$ cat src/rtl/buf_writer.sv
// Stages host command words in a 2-entry queue and writes them into a downstream
// 40-bit command FIFO, appending an end marker after programs that lack one.
module buf_writer #(
  parameter int         FIFO_DEPTH = 16,
  parameter logic [7:0] END_OPCODE = 8'hBF
) (
  input  logic        clk,
  input  logic        rst,
  input  logic        in_valid,
  output logic        in_ready,
  input  logic [7:0]  in_opcode,
  input  logic [31:0] in_payload,
  input  logic        in_last,
  input  logic        abort,
  output logic        fifo_write,
  output logic [39:0] fifo_write_data,
  input  logic [31:0] fifo_data_count,
  output logic        busy,
  output logic        program_done,
  output logic [31:0] words_written
);

  typedef struct packed {
    logic [7:0]  opcode;
    logic [31:0] payload;
    logic        last;
  } entry_t;

  localparam logic [1:0] IDLE     = 2'd0;
  localparam logic [1:0] STREAM   = 2'd1;
  localparam logic [1:0] EMIT_END = 2'd2;

  logic [1:0]  state, state_nxt;
  logic [1:0]  q_cnt, q_cnt_nxt;
  entry_t      q_head, q_tail, q_head_nxt, q_tail_nxt;
  entry_t      in_entry;
  logic        accept, dequeue, emit_marker, can_write, head_is_end;
  logic        wr_nxt, done_nxt, in_ready_nxt;
  logic [39:0] data_nxt;
  logic [33:0] fifo_used;

  assign in_entry = {in_opcode, in_payload, in_last};

  // A write already on the bus is not yet reflected in fifo_data_count.
  assign fifo_used   = {2'b00, fifo_data_count} + {33'd0, fifo_write};
  assign can_write   = fifo_used < 34'(FIFO_DEPTH);
  assign accept      = in_valid && in_ready && !abort;
  assign dequeue     = !abort && can_write && (q_cnt != 2'd0) && (state != EMIT_END);
  assign emit_marker = !abort && can_write && (state == EMIT_END);
  assign head_is_end = q_head.opcode == END_OPCODE;
  assign busy        = (q_cnt != 2'd0) || (state == EMIT_END);

  // NOTE: every always_comb output gets a default first so no latch is inferred.
  always_comb begin
    q_head_nxt = q_head;
    q_tail_nxt = q_tail;
    q_cnt_nxt  = q_cnt;
    if (abort) begin
      q_cnt_nxt = 2'd0;
    end else begin
      case ({accept, dequeue})
        2'b11: begin
          if (q_cnt == 2'd1) begin
            q_head_nxt = in_entry;
          end else begin
            q_head_nxt = q_tail;
            q_tail_nxt = in_entry;
          end
        end
        2'b10: begin
          if (q_cnt == 2'd0) q_head_nxt = in_entry;
          else               q_tail_nxt = in_entry;
          q_cnt_nxt = q_cnt + 2'd1;
        end
        2'b01: begin
          q_head_nxt = q_tail;
          q_cnt_nxt  = q_cnt - 2'd1;
        end
        default: ;
      endcase
    end
  end

  always_comb begin
    state_nxt = state;
    if (abort) begin
      state_nxt = IDLE;
    end else if (emit_marker) begin
      state_nxt = (q_cnt_nxt != 2'd0) ? STREAM : IDLE;
    end else if (dequeue && q_head.last && !head_is_end) begin
      state_nxt = EMIT_END;
    end else if (state != EMIT_END) begin
      state_nxt = (q_cnt_nxt != 2'd0) ? STREAM : IDLE;
    end
  end

  always_comb begin
    wr_nxt       = dequeue || emit_marker;
    done_nxt     = emit_marker || (dequeue && q_head.last && head_is_end);
    data_nxt     = fifo_write_data;
    if (emit_marker)  data_nxt = {END_OPCODE, 32'h0};
    else if (dequeue) data_nxt = {q_head.opcode, q_head.payload};
    // Ready is registered, so it is derived from the state being loaded.
    in_ready_nxt = !abort && (q_cnt_nxt != 2'd2) && (state_nxt != EMIT_END);
  end

  // NOTE: sequential state uses non-blocking assignments only.
  always_ff @(posedge clk) begin
    if (rst) begin
      state           <= IDLE;
      q_cnt           <= 2'd0;
      in_ready        <= 1'b0;
      fifo_write      <= 1'b0;
      fifo_write_data <= 40'h0;
      program_done    <= 1'b0;
      words_written   <= 32'd0;
    end else begin
      state           <= state_nxt;
      q_cnt           <= q_cnt_nxt;
      in_ready        <= in_ready_nxt;
      fifo_write      <= wr_nxt;
      fifo_write_data <= data_nxt;
      program_done    <= done_nxt;
      words_written   <= words_written + 32'(wr_nxt);
    end
  end

  // NOTE: queue storage is not reset; q_cnt alone decides which entries are valid.
  always_ff @(posedge clk) begin
    q_head <= q_head_nxt;
    q_tail <= q_tail_nxt;
  end

endmodule

$ cat config.mk
export PLATFORM = sky130hd
export DESIGN_NAME = buf_writer
export DESIGN_NICKNAME = d
export VERILOG_FILES = /design/src/rtl/buf_writer.sv
export SDC_FILE = /design/constraint.sdc
export NUM_CORES = 1
export LEC_CHECK = 0
export CORE_ASPECT_RATIO = 1.5
export CORE_UTILIZATION = 55
export CTS_CLUSTER_SIZE = 28
export DETAILED_ROUTE_END_ITERATION = 7
export HOLD_SLACK_MARGIN = 0.02
export PLACE_DENSITY = 0.93
export SLEW_MARGIN = 40
export SYNTH_ARGS = -nofsm -noshare
export SYNTH_HDL_FRONTEND = slang
export SYNTH_SLANG_ARGS = --single-unit
export TNS_END_PERCENT = 1
$ cat constraint.sdc
create_clock -name clk -period 11.3 [get_ports clk]
set_clock_uncertainty 0.15 [all_clocks]
set_input_delay 1.695 -clock clk [delete_from_list [all_inputs] [get_ports clk]]
set_output_delay 1.695 -clock clk [all_outputs]
set_load 0.01 [all_outputs]
Word-level counts from Yosys, hierarchy flattened
Cells that the tools add are included.
{ "classes": {"addsub": 4, "magnitude_cmp": 1, "mux": 15, "n_reduce_logical": 25, "eq_ne": 12, "bitwise": 1} }
{ "op_table": {"columns": ["operator", "n"], "rows": [
  ["$mux 41", 4],
  ["$pmux 41 s3", 1],
  ["$pmux 41 s2", 1],
  ["$mux 40", 2],
  ["$add 32x1->33", 1],
  ["$lt 33x5->1 const B", 1],
  ["$add 32x1->32", 1],
  ["$ne 2x2->1 const B", 6],
  ["$logic_and 1x1->1", 11],
  ["$mux 2", 5],
  ["$eq 8x8->1 const B", 1],
  ["$reduce_bool 2->1", 4],
  ["$eq 2x2->1 const B", 3],
  ["$eq 2x1->1 const B", 2],
  ["$pmux 2 s2", 1],
  ["$reduce_and 4->1", 1],
  ["$logic_or 1x1->1", 3],
  ["$reduce_and 3->1", 1],
  ["$reduce_bool 3->1", 1],
  ["$add 2x1->2 const B", 1],
  ["$logic_not 1->1", 2],
  ["$logic_not 2->1", 1],
  ["$reduce_or 2->1", 1],
  ["$sub 2x1->2 const B", 1],
  ["2 further kinds", 2]
]} }
{ "totals": {"output_inout_bits": 76, "word_cells": 72, "inputBits": 77, "reg_bits": 161} }

Logic depth before layout (Yosys ltp)
{ "depth": {"word_depth": 16, "ltp_mapped": 18, "depth_no_buf": 16} }

Least setup slack after synthesis
OpenSTA, ideal clock, no wires.
{ "synth_timing": {"kind": "input port to flip-flop", "startpoint": "in fifo_data_count[11]", "endpoint": "reg q_head[0] (netlist bit) (enable)", "arrival_ps": 7313, "stages": 12, "path_slack_ps": 3336, "t_required_ps": 10649, "path_buffers": 4, "cell_sequence": "nand4_2 > nor4_4 > a21oi_2 > a211o_1 > or4_4 > buf_6 > or3_1 > buf_6 > ha_1 > clkbuf_1 > clkbuf_1 > a211oi_1"} }
{ "synth_between": {"elab_chain_cells": 8, "word_cells_on_any_way": 11, "cone_classes": "add/sub: 1; order compare: 1; eq/ne: 4; reduce/logical: 5"} }
{ "synth_lines": {"columns": ["item", "line", "rtl"], "rows": [
  ["start, declared", "17", "input logic [31:0] fifo_data_count,"],
  ["$add 32x1->33 (*)", "45", "assign fifo_used = {2'b00, fifo_data_count} + {33'd0, fifo_write};"],
  ["$lt 33x5->1 (*)", "46", "assign can_write = fifo_used < 34'(FIFO_DEPTH);"],
  ["$logic_and 1x1->1 (*) (3 in a row)", "48", "assign dequeue = !abort && can_write && (q_cnt != 2'd0) && (state != EMIT_END);"],
  ["$eq 2x2->1 or $eq 2x1->1 (tied branches)", "61", "case ({accept, dequeue})"],
  ["$ne 2x2->1 (no source line) or $reduce_bool 3->1 (tied branches)", null, null],
  ["$reduce_and 3->1 (no source line) (*)", null, null],
  ["end signal, assigned", "130", "q_head <= q_head_nxt;"],
  ["end, declared", "35", "entry_t q_head, q_tail, q_head_nxt, q_tail_nxt;"]
]} }
Mark *: on every way between the ends. The rest lies on a longest branch, timed or not.
A chain may end at the register's enable or synchronous reset.

Worst setup path after layout
{ "layout_timing": {"startpoint": "in fifo_data_count[7]", "endpoint": "reg words_written[30]"} }
{ "layout_between": {"elab_chain_cells": 7, "word_cells_on_any_way": 8, "cone_classes": "add/sub: 2; order compare: 1; reduce/logical: 5"} }
{ "layout_lines": {"columns": ["item", "line", "rtl"], "rows": [
  ["$add 32x1->33 (*)", "45", null],
  ["$lt 33x5->1 (*)", "46", null],
  ["$logic_and 1x1->1 (*)", "48, 49", null],
  ["$logic_and 1x1->1 (2 in a row)", "48", null],
  ["$logic_or 1x1->1 (*)", "98", "wr_nxt = dequeue || emit_marker;"],
  ["named net wr_nxt", "38", "logic wr_nxt, done_nxt, in_ready_nxt;"],
  ["$add 32x1->32 (*)", "124", "words_written <= words_written + 32'(wr_nxt);"],
  ["end signal, assigned", "124", null],
  ["end, declared", "20", "output logic [31:0] words_written"]
]} }
The timed path passes the listed nets; every way through them passes the cells marked *.

==> run_results.csv <==
group,metric,value,unit
run_status,run_status,"finished clean",
global_route,groute.usage.overall,0.278,
drt,drt-initial-drc-count,544,
sta,slew_violations,0,
finish,most-common-layout-cells,"clkdlybuf4s50_1, edfxtp_1, dfxtp_1",
job,cap_viol_max_count,0,
synthesis,ys.warnings.count,0,
synthesis,asyncSetResetFlopFracSynth,0,
synthesis,synthDistinctLibCells,61,
global_route,first_global_vias,6078,
worst_setup_path,worst_setup_path_end_kind,"flop",
min_path,hp-class,"flop to flop",
finish,antenna_cells,0,
placement,gp_congestion,0.846,
clock_tree,insertion_delay,420,ps
synthesis,ys_ff_latch,161,
floorplanning,design.portCount,153,
finish,layout_commonest_cell,"clkdlybuf4s50_1",
drt,dr_wl_met3,1480,um
clock_tree,post_cts_resized,0,
drt,drt_first_pass_iters,5,
finish,area.growth.synth_to_final,29.9,%
pwr,cellPowerDensity,133,mW/mm^2
clock_tree,root_buffer,"clkbuf_16",
global_route,global_route.overflow_total,0,
clock_tree,hold_buffers,0,
drt,post_route_wl,18800,um
drt,wl_per_cell,19.4,um
clock_tree,clk_pin_slew_worst_paths,60,ps
worst_setup_path,critPathRequiredTime,11430,ps
synthesis,synth_area_leaders,"edfxtp_1, dfxtp_1, nor2b_1",
pwr,total_power,0.00127,W
sta,finalSetupViolations,0,
drt,top_layer,"met4",
sta,grt_setup_unrepaired,"no",
drt,viasPerCell,6.32,
placement,total_half_perimeter_wirelength_after_legalization_and_detailed_placement,13000,um
worst_setup_path,start_kind,"input port",
clock_tree,tritoncts.num_buffers,17,
finish,instances_no_fill,971,
floorplanning,die_height,144,um
sta,fin_tns_setup,0,ps
synthesis,synth_top_cell_area_share,0.334,
placement,placedInstanceArea,0.00895,sq mm
floorplanning,floorplan_die_width,96.5,um
worst_setup_path,cp_max_fo,9,
finish,nNetsFinal,884,
floorplanning,design.die.area,0.0139,sq mm
sta,achievable-frequency,158,MHz
placement,place.port_buffers,152,
worst_setup_path,worstRegToRegCells,16,
global_route,grt_first_pass_wirelength,29500,um
drt,dr_wl_met2,10000,um
sta,slew_headroom,0.477,
clock_tree,cts_tree,"done",
placement,placed_instance_count,939,
synthesis,synth_edf_count,82,
clock_tree,cts-htree-levels,4,
floorplanning,core_region_area,0.0130,sq mm
clock_tree,setup_buffers_after_cts,0,
drt,antenna_left,0,
pwr,power.ir.vdd_worst,0.000104,V
drt,drc,0,
floorplanning,floorplan.rows,51,
finish,design_area,0.00956,sq mm
synthesis,synthCells,663,
sta,post-route-min-period,6320,ps
sta,finalHoldViolations,0,
clock_tree,clockBufferDepth,2,
worst_setup_path,timing.setup.critical_path_class,"input port to flop",
min_path,hold_path_depth,1,
clock_tree,cts_num_sinks,161,
drt,detailed_route_via_count,6141,
sta,tightestPinTransition,785,ps
synthesis,syn_area,0.00736,sq mm
pwr,power_leakage,3.20,nW
synthesis,postSynth.topFlopCell,"edfxtp_1",
synthesis,ys_seq_area_frac,0.549,
synthesis,synth.largest_area_cell,"edfxtp_1",
synthesis,syn_area_per_cell,11.1,sq um
drt,wl_met1,6810,um
finish,final_layout_size_suffix_gt1_frac,0.0714,
synthesis,synth.net_count,748,
floorplanning,initial_utilization,0.566,
global_route,antenna_found_initial,0,
global_route,grt_start_max_net_pins,84,
sta,finalCritPeriodShare,0.560,
worst_setup_path,worst_ep_arrival_time,6450,ps
[per-stage QoR]
stage | hold WS, ps | util | setup WS [ps]
after CTS | 317 | 0.734 | 5000
after global placement | 295 | 0.686 | 4630
after global routing | 330 | 0.735 | 4670
after detailed placement | 301 | 0.687 | 4580
final | 313 | 0.735 | 4980
after floorplan | 292 | - | 3340
[cell families (layout without fill, tap and decap cells)]
| family | count (synthesis) | count (layout) | synth area share |
|---|---|---|---|
| AO/OA/AOI/OAI | 206 | 206 | 0.199 |
| XOR/XNOR | 25 | 25 | 0.0297 |
| adder cells (fa/ha/maj) | 8 | 8 | 0.0136 |
| buffers and inverters | 53 | 202 | 0.0359 |
| flip-flops | 161 | 161 | 0.549 |
| multiplexers | 5 | 5 | 0.00731 |
| AND/OR/NAND/NOR | 205 | 205 | 0.166 |
[report_power, final]
group          total (W)  internal (W)  leakage, nW  switching, W
combinational  0.0000682     0.0000337         1.52     0.0000345
sequential      0.000618      0.000616         1.38    0.00000146
clock           0.000584      0.000356        0.296      0.000228
[layout make-up]
class / instances / area (sq um)
clock buffers: 21 / 450
clock inverters: 11 / 153
fillers: 865 / 3460
inverters: 11 / 41.3
multi-input cells: 449 / 3090
flip-flops and latches: 161 / 4040
well taps: 159 / 199
repair buffers: 159 / 1580
[cell usage after synthesis, drive strengths merged (6+ instances only)]
library cell	instances
nor4	8
a22o	34
xor2	17
o22a	7
and4	10
a211oi	41
and2	7
o21ai	13
nor3	8
and3	6
nor2b	51
or3	8
ha	8
a21oi	50
buf	14
clkbuf	28
inv	11
xnor2	8
a22oi	41
nand4	18
dfxtp	79
nor2	42
nand2	17
edfxtp	82
nand3	18
[path summary, 6_finish.rpt]
path / from / endpoint / slack [ps]
hold reg to reg: q_head[9] / fifo_write_data[8] / 310
setup reg to reg: fifo_write / words_written[30] / 6420
hold / removal: q_head[9] / fifo_write_data[8] / 310
setup / recovery: fifo_data_count[7] / words_written[30] / 4980
[critical path, cell delays in order]
cell and delay [ps]:
clkdlybuf4s50_1 540, and4_1 240, nand4_1 180, or4_1 560, mux2i_1 240, o2111ai_2 310
or2_1 390, nor2_1 170, ha_1 180, ha_1 180, and2_1 200, nand4_1 320
nor4_1 660, and4_1 290, nand2_1 70, xor2_1 160, nor2_1 60
[flip-flops by register name, summed over array words and instances, names as in the netlist]
register         count
words_written       32
in_ready             1
q_head              41
program_done         1
fifo_write           1
q_cnt                2
q_tail              41
state                2
fifo_write_data     40
[layer usage]
metal / GRT usage / vias to the layer above
li1: - / 2810
met3: 0.0746 / 48
met1: 0.310 / 2955
met5: 0 / -
met4: 0.116 / 0
met2: 0.489 / 328
Note: power is estimated with default switching activity, not from simulation.
